===== config.mk =====
export PLATFORM = sky130hd
export DESIGN_NAME = uart_rx_cfg
export DESIGN_NICKNAME = d
export VERILOG_FILES = /design/src/rtl/uart_rx_cfg_pkg.sv /design/src/rtl/uart_data_sampling.sv /design/src/rtl/uart_rx_cfg.sv
export SDC_FILE = /design/constraint.sdc
export NUM_CORES = 1
export LEC_CHECK = 0
export ABC_AREA = 1
export ABC_CLOCK_PERIOD_IN_PS = 5500
export BUFFER_PORTS_ARGS = -buffer_cell sky130_fd_sc_hd__buf_2
export CAP_MARGIN = 40
export CORE_MARGIN = 5
export CORE_UTILIZATION = 45
export DETAILED_ROUTE_END_ITERATION = 16
export GPL_TIMING_DRIVEN = 0
export HOLD_SLACK_MARGIN = 0.1
export SKIP_LAST_GASP = 1
export SYNTH_ARGS = -nofsm -noshare
export SYNTH_HDL_FRONTEND = slang
export SYNTH_HIERARCHICAL = 1
export SYNTH_SLANG_ARGS = --single-unit

===== constraint.sdc =====
create_clock -name clk -period 5.5 [get_ports clk]
set_clock_uncertainty 0.2 [all_clocks]
set_input_delay 1.65 -clock clk [delete_from_list [all_inputs] [get_ports clk]]
set_output_delay 1.65 -clock clk [all_outputs]
set_load 0.01 [all_outputs]

===== src/rtl/uart_rx_cfg_pkg.sv =====
`default_nettype none
// ============================================================================
// Module      : uart_rx_cfg_pkg
// Description : Shared types and constants for the configurable UART receiver
// Revision    : 1.0 - initial release
// ============================================================================
package uart_rx_cfg_pkg;

   // Receiver FSM state encoding
   typedef enum logic [2:0] {
      IDLE   = 3'd0,
      START  = 3'd1,
      DATA   = 3'd2,
      PARITY = 3'd3,
      STOP   = 3'd4
   } rx_state_t;

   // Prescale used when the requested one is too small to vote on
   localparam int DEFAULT_PRESCALE = 8;
   localparam int MIN_PRESCALE     = 4;

endpackage : uart_rx_cfg_pkg
`default_nettype wire


===== src/rtl/uart_data_sampling.sv =====
`default_nettype none
// ============================================================================
// Module      : uart_data_sampling
// Description : Three-point majority voter around the middle of each bit cell
// Revision    : 1.0 - initial release
// ============================================================================
module uart_data_sampling
   import uart_rx_cfg_pkg::*;
#(
   parameter int PRESCALE_WIDTH = 6
) (
   input  logic                      clk,
   input  logic                      rst,
   input  logic                      rx_in,
   input  logic [PRESCALE_WIDTH-1:0] edge_cnt,
   input  logic [PRESCALE_WIDTH-1:0] prescale,
   output logic                      sampled_bit
);

   localparam logic [PRESCALE_WIDTH-1:0] CNT_ONE = 1;

   logic [PRESCALE_WIDTH-1:0] mid;
   logic                      s_early;
   logic                      s_mid;
   logic                      vote;

   assign mid  = prescale >> 1;
   // The third sample is the live line, so the vote lands in the register on
   // the M+1 edge and is visible to the FSM from edge_cnt = M+2 onward.
   assign vote = (s_early & s_mid) | (s_early & rx_in) | (s_mid & rx_in);

   // Capture the two early samples and register the 2-of-3 vote
   always_ff @(posedge clk) begin
      if (rst) begin
         s_early     <= 1'b1;
         s_mid       <= 1'b1;
         sampled_bit <= 1'b1;
      end else begin
         if (edge_cnt == mid - CNT_ONE) s_early <= rx_in;
         if (edge_cnt == mid)           s_mid   <= rx_in;
         if (edge_cnt == mid + CNT_ONE) sampled_bit <= vote;
      end
   end

endmodule : uart_data_sampling
`default_nettype wire


===== src/rtl/uart_rx_cfg.sv =====
`default_nettype none
// ============================================================================
// Module      : uart_rx_cfg
// Description : UART receiver with per-frame latched prescale, parity and
//               stop-bit configuration; error and valid pulses are one-hot
// Revision    : 1.0 - initial release
// ============================================================================
module uart_rx_cfg
   import uart_rx_cfg_pkg::*;
#(
   parameter int DATA_WIDTH     = 8,
   parameter int PRESCALE_WIDTH = 6
) (
   input  logic                      clk,
   input  logic                      rst,
   input  logic                      rx_in,
   input  logic [PRESCALE_WIDTH-1:0] prescale,
   input  logic                      par_en,
   input  logic                      par_typ,
   input  logic                      stop2,
   output logic [DATA_WIDTH-1:0]     p_data,
   output logic                      data_valid,
   output logic                      par_err,
   output logic                      stp_err
);

   localparam logic [PRESCALE_WIDTH-1:0] CNT_ONE   = 1;
   localparam logic [PRESCALE_WIDTH-1:0] CNT_TWO   = 2;
   localparam logic [3:0]                BIT_ONE   = 4'd1;
   localparam logic [3:0]                LAST_DATA = 4'(DATA_WIDTH - 1);

   rx_state_t                 state,     state_n;
   logic [PRESCALE_WIDTH-1:0] edge_cnt,  edge_n;
   logic [3:0]                bit_cnt,   bit_n;
   logic [DATA_WIDTH-1:0]     shreg,     sh_n;
   logic [DATA_WIDTH-1:0]     pd_n;
   logic                      dv_n, pe_n, se_n;
   logic                      frame_bad, bad_n;

   // Configuration frozen for the duration of one frame
   logic [PRESCALE_WIDTH-1:0] p_lat,     p_lat_n;
   logic                      par_en_l,  par_en_n;
   logic                      par_typ_l, par_typ_n;
   logic                      stop2_l,   stop2_n;

   logic [PRESCALE_WIDTH-1:0] eff_prescale;
   logic [PRESCALE_WIDTH-1:0] vote_point;
   logic                      bit_end;
   logic                      sampled_bit;
   logic                      begin_frame;
   logic                      stop_bad;
   logic                      last_stop;

   assign eff_prescale = (prescale < PRESCALE_WIDTH'(MIN_PRESCALE))
                         ? PRESCALE_WIDTH'(DEFAULT_PRESCALE) : prescale;
   assign vote_point   = (p_lat >> 1) + CNT_TWO;
   assign bit_end      = (edge_cnt == p_lat - CNT_ONE);

   uart_data_sampling #(
      .PRESCALE_WIDTH (PRESCALE_WIDTH)
   ) u_sampling (
      .clk         (clk),
      .rst         (rst),
      .rx_in       (rx_in),
      .edge_cnt    (edge_cnt),
      .prescale    (p_lat),
      .sampled_bit (sampled_bit)
   );

   // State, counters, datapath and output pulse registers
   always_ff @(posedge clk) begin
      if (rst) begin
         state      <= IDLE;
         edge_cnt   <= '0;
         bit_cnt    <= '0;
         shreg      <= '0;
         p_data     <= '0;
         data_valid <= 1'b0;
         par_err    <= 1'b0;
         stp_err    <= 1'b0;
         frame_bad  <= 1'b0;
         p_lat      <= '0;
         par_en_l   <= 1'b0;
         par_typ_l  <= 1'b0;
         stop2_l    <= 1'b0;
      end else begin
         state      <= state_n;
         edge_cnt   <= edge_n;
         bit_cnt    <= bit_n;
         shreg      <= sh_n;
         p_data     <= pd_n;
         data_valid <= dv_n;
         par_err    <= pe_n;
         stp_err    <= se_n;
         frame_bad  <= bad_n;
         p_lat      <= p_lat_n;
         par_en_l   <= par_en_n;
         par_typ_l  <= par_typ_n;
         stop2_l    <= stop2_n;
      end
   end

   // Next-state, counter and pulse decisions
   always_comb begin
      state_n     = state;
      edge_n      = edge_cnt;
      bit_n       = bit_cnt;
      sh_n        = shreg;
      pd_n        = p_data;
      dv_n        = 1'b0;
      pe_n        = 1'b0;
      se_n        = 1'b0;
      bad_n       = frame_bad;
      p_lat_n     = p_lat;
      par_en_n    = par_en_l;
      par_typ_n   = par_typ_l;
      stop2_n     = stop2_l;
      begin_frame = 1'b0;
      stop_bad    = 1'b0;
      last_stop   = 1'b0;

      if (state != IDLE) begin
         edge_n = bit_end ? '0 : edge_cnt + CNT_ONE;
      end

      case (state)
         IDLE: begin
            if (!rx_in) begin
               begin_frame = 1'b1;
            end
         end
         START: begin
            // A start bit that votes high was only a glitch
            if ((edge_cnt == vote_point) && sampled_bit) begin
               state_n = IDLE;
               edge_n  = '0;
            end else if (bit_end) begin
               state_n = sampled_bit ? IDLE : DATA;
               bit_n   = '0;
            end
         end
         DATA: begin
            if (bit_end) begin
               sh_n = {sampled_bit, shreg[DATA_WIDTH-1:1]};
               if (bit_cnt == LAST_DATA) begin
                  bit_n   = '0;
                  state_n = par_en_l ? PARITY : STOP;
               end else begin
                  bit_n = bit_cnt + BIT_ONE;
               end
            end
         end
         PARITY: begin
            if (bit_end) begin
               if (sampled_bit != ((^shreg) ^ par_typ_l)) begin
                  pe_n  = 1'b1;
                  bad_n = 1'b1;
               end
               bit_n   = '0;
               state_n = STOP;
            end
         end
         STOP: begin
            if (bit_end) begin
               stop_bad  = !sampled_bit;
               se_n      = stop_bad;
               last_stop = !stop2_l || (bit_cnt == BIT_ONE);
               if (!last_stop) begin
                  bit_n = BIT_ONE;
                  bad_n = frame_bad | stop_bad;
               end else begin
                  if (!(frame_bad || stop_bad)) begin
                     pd_n = shreg;
                     dv_n = 1'b1;
                  end
                  // A low line here is already the next start bit
                  if (!rx_in) begin
                     begin_frame = 1'b1;
                  end else begin
                     state_n = IDLE;
                     bad_n   = 1'b0;
                  end
               end
            end
         end
         default: begin
            state_n = IDLE;
            edge_n  = '0;
         end
      endcase

      if (begin_frame) begin
         state_n   = START;
         edge_n    = '0;
         bit_n     = '0;
         bad_n     = 1'b0;
         p_lat_n   = eff_prescale;
         par_en_n  = par_en;
         par_typ_n = par_typ;
         stop2_n   = stop2;
      end
   end

endmodule : uart_rx_cfg
`default_nettype wire


After elaboration in Yosys (flattened, before gate mapping)
Index checks and enable logic that the tools add are counted.
- flip-flop bits (word level): 45
- bits of input ports: 12
- output and inout bits: 11
- multiplexer cells: 36
- bitwise gates (word level): 13
- magnitude comparators: 1
- reduce and logical (&&, ||, !) cells: 21
- $add $sub $neg: 6
- equality and inequality tests: 31
- operator list (cell ; count):
    2-to-1 mux 3 bit ; 9
    equality test 6 bit ; 4
    2-to-1 mux 4 bit ; 6
    2-to-1 mux 6 bit ; 4
    inequality test 3 bit (second input constant) ; 8
    inequality test 2 bit (second input constant) ; 10
    one-hot mux 4 bit (4 select lines) ; 1
    AND reduction 8 bit ; 2
    one-hot mux 3 bit (5 select lines) ; 1
    one-hot mux 6 bit (2 select lines) ; 1
    2-to-1 mux 1 bit ; 11
    AND reduction 5 bit ; 2
    OR reduction 4 bit ; 2
    parity 8 bit ; 1
    adder 5 x 1 -> 6 bit (second input constant) ; 1
    adder 5 x 2 -> 6 bit (second input constant) ; 1
    adder 6 x 1 -> 6 bit (second input constant) ; 1
    equality test 3 x 2 -> 1 bit (second input constant) ; 2
    equality test 6 x 5 -> 1 bit ; 1
    < comparator 6 x 3 -> 1 bit (second input constant) ; 1
    inverter 1 bit ; 6
    OR reduction 3 bit ; 2
    subtractor 5 x 1 -> 6 bit (second input constant) ; 1
    subtractor 6 x 1 -> 6 bit (second input constant) ; 1
    other kinds (22) ; 29

Longest topological paths before layout
Gate-level depths: netlist of the first run.
- depth after elaboration: 7
- mapped depth: 17
- mapped depth without buffers: 17

Modules after synthesis
Netlist of the first run, hierarchy kept.
- modules (own cells, without submodules) (module ; sequential area each (µm²) ; times used ; area an instance (µm²) ; cells an instance):
    uart_rx_cfg ; 840.8 ; 1 ; 2456.1 ; 370
    uart_data_sampling ; 60.1 ; 1 ; 544.3 ; 106

Worst setup path before layout of the first run
OpenSTA, ideal clock, no wires.
- path type: input port to flip-flop
- start: input rx_in
- end: register p_lat[1]
- data arrival time: 2.279 ns
- buffers on the path: 1
- setup time: 0.122 ns
- stages on the path: 4
- setup slack: 2.899 ns
- path through: or2_2 > nand3_1 > buf_4 > o21ai_0
- word-level cells in the longest chain between the ends: 4
- ends and longest elaborated chain (what ; line ; RTL):
    start: declaration ; uart_rx_cfg.sv:16 ; input logic rx_in,
    2-to-1 mux 1 bit * ; uart_rx_cfg.sv:128, uart_rx_cfg.sv:177 ;
    2-to-1 mux 1 bit ; uart_rx_cfg.sv:168 ; if (!last_stop) begin
    2-to-1 mux 1 bit ; uart_rx_cfg.sv:164 ; if (bit_end) begin
    one-hot mux 1 bit (2 select lines) * ; uart_rx_cfg.sv:126 ; case (state)
    end signal: assignment ; uart_rx_cfg.sv:96 ; p_lat <= p_lat_n;
    end: declaration ; uart_rx_cfg.sv:41 ; logic [PRESCALE_WIDTH-1:0] p_lat, p_lat_n;
Mark *: on every way between the ends. The rest lies on a longest branch, timed or not.
A chain may end at the register's enable or synchronous reset.

==> flow_metrics.tcl, run 1 <==
set metrics [dict create \
    status "completed" \
    yosysMostFrequentCell "nand2_1" \
    setup_viol 0 \
    num_io_pins 23 \
    fin_nets 526 \
    power_density_nw_per_um2 404 \
    postCtsSetupBuffers 0 \
    clkPwrFrac 0.162 \
    start_util 0.467 \
    std_cell_rows 29 \
    cts_tree "built" \
    synth_area_sq_um 3000 \
    worst_pin_slew_ns 0.611 \
    synth_cells 476 \
    cts_hold_buffers 0 \
    grt_pass1_vias 2622 \
    dieArea_sq_um 8400 \
    grt_pass1_wl_um 12200 \
    synthXorXnorAreaFrac 0.0409 \
    critPathRequiredTime_ns 5.55 \
    grt_max_degree 17 \
    finalCriticalPeriod_ns 2.74 \
    vias 2910 \
    finalSetupTns_ns 0 \
    netlist_top_cells_count "nand2_1 (132), nor2_1 (60), inv_1 (55), nand3_1 (46), dfxtp_1 (45)" \
    finalHoldViolCount 0 \
    antennaDiodeCount 0 \
    synth_edf_count 0 \
    async_flop_share 0 \
    endpoint_kind "flop" \
    crit_path_start_kind "input pin" \
    gp_congestion 0.896 \
    grtUsageTotal 0.177 \
    synth.yosys.seq_area_share 0.300 \
    clock-sinks 45 \
    synth_area_per_cell_sq_um 6.30 \
    synthAdderAreaFrac 0.0409 \
    vias_per_cell 4.99 \
    stdcell_count 583 \
    first_pass_iters 5 \
    leakagePower_nw 1.55 \
    final_area_sq_um 3300 \
    arrival_ns 2.79 \
    antenna_left 0 \
    synth_fp_nets 497 \
    fp.dieW_um 91.7 \
    p_sw_uw 635 \
    max_freq_mhz 364 \
    port-buffer-count 22 \
    drive_gt1_frac 0.138 \
    worstSetupPathType "in2reg" \
    wirelength_um 7170 \
    synth_top_family_by_area "simple AND/OR/NAND/NOR gates" \
    period_share 0.499 \
    path_max_fanout 10 \
    die_h_um 91.7 \
    cts_resized 0 \
    pwr-share-comb 0.510 \
    synth_area_leaders "dfxtp_1 (30%), nand2_1 (17%), nand3_1 (7.7%)" \
    synth_top_area_share 0.300 \
    grt_overflow 0 \
    slew_violations 0 \
    grt_antenna_before_repair 0 \
    hold_path.class "reg2reg" \
    drc 0 \
    fin_hold_ws_ns 0.247 \
    clk_path_buf_depth 2 \
    muxShareOfSynthArea 0 \
    synth_compound_area_frac 0.0938 \
    nFillCells 688 \
    clock_latency_ns 0.31 \
    vdd_drop_max_uv 225 \
    wire_per_inst_um 12.3 \
    synth_seq_cells 45 \
    clkSlewWorstSetupHoldPaths_ns 0.10 \
    seqPwrFrac 0.327 \
    synth_ff_type "dfxtp_1" \
    synth_warnings 6 \
    htree_levels 2 \
    yosysUniqueCellTypes 39 \
    rsz0062_at_grt "false" \
    drt_iter0_drc 116 \
    yosys.area.top_type "dfxtp_1" \
    netSwitchingFraction 0.477 \
    place_hpwl_um 5540 \
    cts_made_buffers 5 \
    max-cap-violations 0 \
    cts_root_buffer "clkbuf_8" \
    core_region_area_sq_um 6420 \
    intPower_uw 697 \
    detailed_place.area_sq_um 3210 \
    synth_simple_gate_area_frac 0.424 \
    dp_cells 575 \
    syn_to_final_growth_pct 10.0 \
    relSlewSlack 0.593 \
]
## flip-flops by register name, indices dropped and copies added, names as in the netlist
signal / flops
stop2_l: 1
par_en_l: 1
bit_cnt: 4
p_lat: 6
par_err: 1
par_typ_l: 1
frame_bad: 1
state: 3
u_sampling/s_early: 1
edge_cnt: 6
u_sampling/sampled_bit: 1
data_valid: 1
p_data: 8
stp_err: 1
shreg: 8
u_sampling/s_mid: 1
## metal layers
metal  GRT usage  routed length (um)
met4      0.0465                  52
met3      0.0344                 200
met5           0                   0
met1       0.241                3710
met2       0.285                3210
## area by class of cell
class / count / area (sq um) / share of cell area
Clock buffer: 5 / 68.8 / 0.0208
Buffer: 7 / 50.0 / 0.0152
Timing Repair Buffer: 22 / 110 / 0.0334
Multi-Input combinational cell: 358 / 1800 / 0.545
Tap cell: 77 / 96.3 / 0.0292
Inverter: 66 / 250 / 0.0758
Clock inverter: 3 / 25.0 / 0.00758
Sequential cell: 45 / 901 / 0.273
## stage by stage
step | total power [mW] | util | setup WS (ns)
6_report | 1.33 | 0.514 | 2.76
5_1_grt | 1.47 | 0.514 | 2.65
4_1_cts | 1.34 | 0.514 | 2.73
3_5_place_dp | 1.12 | 0.499 | 2.40
3_3_place_gp | 1.11 | 0.499 | 2.40
2_1_floorplan | 0.977 | - | 2.90
## cells in the final DEF (no fill, tap or decap), types with 4 or more instances in the layout
cell type / count
o21ai_1: 4
a21oi_1: 23
ha_1: 9
nand4_1: 8
xor2_1: 7
inv_2: 9
nand3_1: 46
xnor2_1: 7
inv_1: 55
nand2_2: 6
nor3_1: 6
nor2_1: 60
dfxtp_1: 45
o21ai_0: 17
buf_2: 23
nand2_1: 132
nor2_4: 4
nand2_4: 4
clkbuf_8: 5
## worst paths after layout
path | from | to | slack [ns] | cells after the start
min reg2reg | p_data[4]$_SDFFE_PP0P_ | p_data[4]$_SDFFE_PP0P_ | 0.25 | 2
min | p_data[4]$_SDFFE_PP0P_ | p_data[4]$_SDFFE_PP0P_ | 0.25 | 2
max | rst | p_data[3]$_SDFFE_PP0P_ | 2.76 | 5
max reg2reg | p_lat[1]$_SDFFE_PP0P_ | p_lat[0]$_SDFFE_PP0P_ | 2.92 | 14
## power groups by stage
stage               Clock [mW]  Combinational, mW  Sequential, mW
floorplan                    0              0.559           0.418
global placement             0              0.671           0.443
detailed placement           0              0.678           0.444
CTS                      0.225              0.681           0.436
global route             0.239              0.786           0.444
finish                   0.216              0.680           0.436
## worst max-delay path: stages
cell,delay [ns]
buf_2,0.13
clkinv_1,0.19
clkbuf_1,0.51
o21ai_0,0.18
a21oi_1,0.13
## cell families (layout without fill, tap and decap cells)
family / after synthesis / in the layout
simple gates: 282 / 282
buf+inv: 73 / 103
compound gates: 52 / 52
flops: 45 / 45
xor+xnor: 14 / 14
fa+ha+maj: 10 / 10
(Power assumes the default switching activity.)
==> run 2, diff against run 1 <==
ABC_AREA = 0   (was 1)
ABC_CLOCK_PERIOD_IN_PS = 2210   (was 5500)
PLACE_DENSITY = 0.65   (was not set)
clock period = 2.21 ns   (was 5.5 ns; I/O delays follow)
==> run 2 against run 1 <==
Against the previous run:
- the flow now finishes with violations (setup timing)
- sequential cell count is the same
- critical path type is now reg2reg
- highest routed layer unchanged
- synthesized cell count shrank 30%
- worst setup slack lost 3.1 ns
- count of clock-buffer cells in the layout did not move
==> flow_metrics.tcl, run 2 <==
set metrics [dict create \
    endpoint_kind "flop" \
    clkPwrFrac 0.278 \
    hold_path.class "reg2reg" \
    clkSlewWorstSetupHoldPaths_ns 0.09 \
    stdcell_count 484 \
    pwr-share-comb 0.287 \
    status "finished with violations" \
    period_share 1.15 \
    fin_hold_ws_ns 0.263 \
    most-common-layout-cells "buf_4 (40), nor2_1 (36), dfxtp_1 (34)" \
    grt-busiest-layer "met2" \
    leakagePower_nw 1.49 \
    cts_root_buffer "clkbuf_8" \
    grt_overflow 0 \
    synth_area_per_cell_sq_um 8.57 \
    nFillCells 511 \
    final_common_cell "buf_4" \
    post-place-ws_ns -0.513 \
    failed_checks "setup timing" \
    muxShareOfSynthArea 0.0668 \
    setup_slack_ns -0.334 \
    synth_area_sq_um 2850 \
    grtUsageTotal 0.190 \
    netlist_top_cells_count "dfxtp_1 (45), nor2_1 (38), xnor2_1 (26), a21oi_1 (23), mux2i_1 (19)" \
    use_met3 0.0323 \
    cts_hold_buffers 0 \
    synth_cells 332 \
    seqPwrFrac 0.435 \
    dieArea_sq_um 8020 \
    power_density_nw_per_um2 495 \
    max_freq_mhz 393 \
    setup_viol 41 \
    cts_made_buffers 5 \
    finalHoldViolCount 0 \
    arrival_ns 2.58 \
    start_util 0.456 \
    synth_edf_count 0 \
    synthAdderAreaFrac 0.0431 \
    netSwitchingFraction 0.315 \
    dp_cells 431 \
    vdd_drop_max_uv 442 \
    yosysMostFrequentCell "dfxtp_1" \
    clock-sinks 45 \
    rrSetupSlack_ns -0.33 \
    synth_compound_area_frac 0.157 \
    reg_top3 "p_data: 8 flops, shreg: 8 flops" \
    grt_antenna_before_repair 0 \
    htree_levels 2 \
    grt_pass1_wl_um 11900 \
    async_flop_share 0 \
    core_region_area_sq_um 6240 \
    grt_pass1_vias 2544 \
    synth_fp_nets 353 \
    drc 0 \
    cts_tree "built" \
    critPathRequiredTime_ns 2.24 \
    antenna_left 0 \
    synth.yosys.seq_area_share 0.316 \
    worst_pin_slew_ns 0.529 \
    fin_nets 427 \
    p_sw_uw 617 \
    synth_simple_gate_area_frac 0.254 \
    intPower_mw 1.34 \
    detailed_place.area_sq_um 3090 \
    first_pass_iters 5 \
    port-buffer-count 22 \
    relSlewSlack 0.647 \
    crit_path_start_kind "flop" \
    synth_area_leaders "dfxtp_1 (32%), xnor2_1 (8.0%), mux2i_1 (6.7%)" \
    clk_path_buf_depth 2 \
    r2r_end "p_lat[1]$_SDFFE_PP0P_" \
    yosys.area.top_type "dfxtp_1" \
    synth_ff_type "dfxtp_1" \
    drive_gt1_frac 0.400 \
    synth_top_area_share 0.316 \
    clock_latency_ns 0.31 \
    worstSetupPathType "reg2reg" \
    finalPower_mw 1.96 \
    vias_per_cell 5.71 \
    path_max_fanout 3 \
    die_h_um 89.5 \
    antennaDiodeCount 0 \
    vias 2764 \
    grt_max_degree 17 \
    wirelength_um 8110 \
    max-cap-violations 0 \
    syn_to_final_growth_pct 38.9 \
    crit_end "p_lat[1]$_SDFFE_PP0P_" \
    fp.dieW_um 89.5 \
    ff2ff_path_depth 8 \
    grt_use_met1 0.238 \
    num_io_pins 23 \
    critPathLaunch "p_lat[1]$_SDFFE_PP0P_" \
    rsz0062_at_grt "true" \
    yosysUniqueCellTypes 61 \
    rr_startpoint "p_lat[1]$_SDFFE_PP0P_" \
    synth_warnings 6 \
    postLayoutCoreUtil 0.633 \
    finalSetupTns_ns -7.80 \
    drt_iter0_drc 130 \
    std_cell_rows 29 \
    synth_top_family_by_area "simple AND/OR/NAND/NOR gates" \
    gp_congestion 0.838 \
    final_area_sq_um 3950 \
    place_hpwl_um 4950 \
    met2_usage 0.326 \
    synthXorXnorAreaFrac 0.119 \
    synth_seq_cells 45 \
    slew_violations 0 \
    wire_per_inst_um 16.8 \
    finalCriticalPeriod_ns 2.54 \
]
-- run 2: changes by cell type after synthesis, sizes merged, moves of 5 or more --
| cell | previous run | this run |
|---|---|---|
| nand2 | 142 | 14 |
| inv | 65 | 8 |
| nand3 | 48 | 7 |
| nor2 | 67 | 39 |
| mux2i | 0 | 19 |
| xnor2 | 7 | 26 |
| nand2b | 2 | 8 |
| nand4 | 8 | 14 |
| buf | 5 | 10 |
| or3 | 0 | 5 |
| or3b | 0 | 5 |
| or4 | 0 | 5 |
-- run 2: cell families (layout without fill, tap and decap cells) --
group | after synthesis | count (layout)
and+or+nand+nor | 128 | 129
xor gates and xnor gates | 37 | 37
AOI/OAI and AO/OA | 69 | 69
buffers and inverters | 24 | 98
DFF | 45 | 45
adders and majority gates | 10 | 10
muxes | 19 | 19
-- run 2: worst min path at each step --
stage,from,end,slack [ns],cells past startpoint
final,p_data[4]$_SDFFE_PP0P_,p_data[4]$_SDFFE_PP0P_,0.26,2
after CTS,p_data[2]$_SDFFE_PP0P_,p_data[2]$_SDFFE_PP0P_,0.27,2
after floorplan,u_sampling/s_mid$_SDFFE_PP1N_,u_sampling/s_mid$_SDFFE_PP1N_,0.25,2
after detailed placement,p_data[4]$_SDFFE_PP0P_,p_data[4]$_SDFFE_PP0P_,0.27,2
after global routing,p_data[4]$_SDFFE_PP0P_,p_data[4]$_SDFFE_PP0P_,0.30,2
after global placement,p_data[4]$_SDFFE_PP0P_,p_data[4]$_SDFFE_PP0P_,0.26,2
-- run 2: critical path, stage by stage, from the launching register on --
cell and delay [ns]:
dfxtp_4 0.36, or3_4 0.43, nor4_4 0.34, buf_4 0.18, o211a_4 0.18, a31oi_4 0.11
buf_4 0.17, or3b_4 0.36, a21oi_2 0.14
-- run 2: final cells by class --
type | count | area (sq um) | share of cell area
sequential | 45 | 925 | 0.234
inverter | 8 | 30.0 | 0.00760
tap | 77 | 96.3 | 0.0244
clock inverter | 3 | 25.0 | 0.00633
timing repair buffer | 67 | 507 | 0.128
clock buffer | 5 | 68.8 | 0.0174
multi-input combinational | 264 | 2180 | 0.552
buffer | 15 | 119 | 0.0301
-- run 2: timing repair --
item | 4_1_cts | 5_1_grt
endpoints found under the setup margin | 42 | 42
pin swaps | 34 | 32
cloned | 2 | 0
resized for setup | 53 | 43
buffers inserted | 22 | 23
-- run 2: power by group through the flow --
stage | Combinational (mW) | Clock [mW] | Sequential (mW)
floorplan | 0.247 | 0 | 0.867
global placement | 0.301 | 0 | 0.876
detailed placement | 0.306 | 0 | 0.877
CTS | 0.417 | 0.551 | 0.851
global route | 0.601 | 0.601 | 0.855
finish | 0.562 | 0.545 | 0.851
-- run 2: layer usage --
| layer | wire [um] | share of wire |
|---|---|---|
| met1 | 3340 | 0.41 |
| met2 | 4230 | 0.52 |
| met3 | 385 | 0.047 |
| met4 | 157 | 0.019 |
| met5 | 0 | 0 |
==> run 3, diff against run 2 <==
BUFFER_PORTS_ARGS = -buffer_cell sky130_fd_sc_hd__clkbuf_2   (was -buffer_cell sky130_fd_sc_hd__buf_2)
PLACE_DENSITY = not set   (was 0.65)
PLACE_DENSITY_LB_ADDON = 0.12   (was not set)
==> run 3 against run 2 <==
Against the previous run:
- the run still ends with setup timing left
- clock power barely moved
- critical path depth fell by 2
- hold slack improved by 0.021 ns
- non-clock buffer count fell by 5
- first-iteration DRC count rose by 6.2%
- highest routed layer unchanged
- utilization did not move
- die area did not move
==> flow_metrics.tcl, run 3 (synthesis gave the netlist of run 2 again) <==
set metrics [dict create \
    grt_pass1_wl_um 12800 \
    cts_tree "built" \
    fp.dieW_um 89.5 \
    finalCriticalPeriod_ns 2.45 \
    ff2ff_path_depth 6 \
    pwr-share-comb 0.280 \
    max_freq_mhz 408 \
    grt_overflow 0 \
    clock-sinks 45 \
    die_h_um 89.5 \
    clk_path_buf_depth 2 \
    relSlewSlack 0.605 \
    seqPwrFrac 0.439 \
    cts_root_buffer "clkbuf_8" \
    rr_startpoint "p_lat[1]$_SDFFE_PP0P_" \
    grt_antenna_before_repair 0 \
    clock_latency_ns 0.31 \
    fin_nets 421 \
    port-buffer-count 22 \
    most-common-layout-cells "nor2_1 (36), buf_4 (35), dfxtp_1 (35)" \
    start_util 0.456 \
    num_io_pins 23 \
    post-place-ws_ns -0.533 \
    antennaDiodeCount 0 \
    intPower_mw 1.33 \
    cts_made_buffers 5 \
    gp_congestion 0.801 \
    slew_violations 0 \
    status "finished with violations" \
    postLayoutCoreUtil 0.633 \
    min_from "bit_cnt[3]$_SDFFE_PP0P_" \
    setup_slack_ns -0.242 \
    wire_per_inst_um 16.3 \
    finalHoldViolCount 0 \
    netSwitchingFraction 0.319 \
    place_hpwl_um 5070 \
    worst_pin_slew_ns 0.592 \
    htree_levels 2 \
    setup_viol 39 \
    max-cap-violations 0 \
    stdcell_count 478 \
    final_common_cell "nor2_1" \
    dieArea_sq_um 8020 \
    clkSlewWorstSetupHoldPaths_ns 0.09 \
    arrival_ns 2.49 \
    hold_path.class "reg2reg" \
    drive_gt1_frac 0.392 \
    final_area_sq_um 3950 \
    dp_cells 431 \
    grt_max_degree 17 \
    finalSetupTns_ns -4.96 \
    drc 0 \
    first_pass_iters 4 \
    leakagePower_nw 1.45 \
    endpoint_kind "flop" \
    wirelength_um 7810 \
    cts_hold_buffers 0 \
    grt_pass1_vias 2654 \
    antenna_left 0 \
    vdd_drop_max_uv 361 \
    hold_path_depth 2 \
    crit_path_start_kind "flop" \
    grtUsageTotal 0.205 \
    std_cell_rows 29 \
    nFillCells 517 \
    rsz0062_at_grt "true" \
    critPathLaunch "p_lat[1]$_SDFFE_PP0P_" \
    vias_per_cell 5.60 \
    syn_to_final_growth_pct 38.9 \
    failed_checks "setup timing" \
    clkPwrFrac 0.281 \
    detailed_place.area_sq_um 3090 \
    critPathRequiredTime_ns 2.25 \
    p_sw_uw 620 \
    drt_iter0_drc 138 \
    power_density_nw_per_um2 492 \
    path_max_fanout 3 \
    core_region_area_sq_um 6240 \
    reg_top3 "p_data: 8 flops, shreg: 8 flops" \
    vias 2677 \
    worstSetupPathType "reg2reg" \
    period_share 1.11 \
]
[run 3: cell count changes in the layout (fill, tap and decap cells not counted), sizes merged]
cell	before	now
buf	77	50
clkbuf	10	32
clkinv	0	1
inv	10	9
nor4	7	6
[run 3: layer usage]
metal,global-route usage,up-vias,wire [um]
li1,-,1335,-
met1,0.252,1301,3470
met2,0.363,28,4090
met3,0.0295,13,125
met4,0.0731,0,119
met5,0,-,0
[run 3: cell type report]
cell class	count	area, sq um	area share
multi-input cells	263	2230	0.564
clock buffers	5	68.8	0.0174
well taps	77	96.3	0.0244
repair buffers	62	460	0.116
flip-flops and latches	45	923	0.234
inverters	8	35.0	0.00886
plain buffers	15	113	0.0285
clock inverters	3	25.0	0.00633
[run 3: what timing repair did]
item,4_1_cts,5_1_grt
pin swaps,29,21
setup buffers,33,6
gates resized for setup,57,45
setup endpoints to repair,42,45
cloned,2,0
[run 3: final timing paths]
kind                             end  slack [ns]
min reg2reg  bit_cnt[3]$_SDFFE_PP0P_        0.28
min          bit_cnt[3]$_SDFFE_PP0P_        0.28
max            state[1]$_SDFFE_PP0P_       -0.24
max reg2reg    state[1]$_SDFFE_PP0P_       -0.24
[run 3: worst max-delay path: stages, from the launching register on]
cell     delay [ns]
dfxtp_4        0.36
or3_4          0.38
o31a_1         0.30
o211a_4        0.27
a311o_1        0.37
or3_1          0.35
mux2i_1        0.15
[run 3: through the flow]
step / hold slack (ns) / total power [mW]
after floorplan: 0.248 / 1.11
after global placement: 0.265 / 1.18
after detailed placement: 0.270 / 1.19
after CTS: 0.285 / 1.88
after global routing: 0.313 / 2.03
final: 0.284 / 1.94
[run 3: power groups by stage]
stage	clock [mW]	combinational [mW]	sequential, mW
floorplan	0	0.247	0.867
global placement	0	0.304	0.876
detailed placement	0	0.310	0.876
CTS	0.566	0.464	0.852
global route	0.589	0.579	0.857
finish	0.546	0.544	0.855
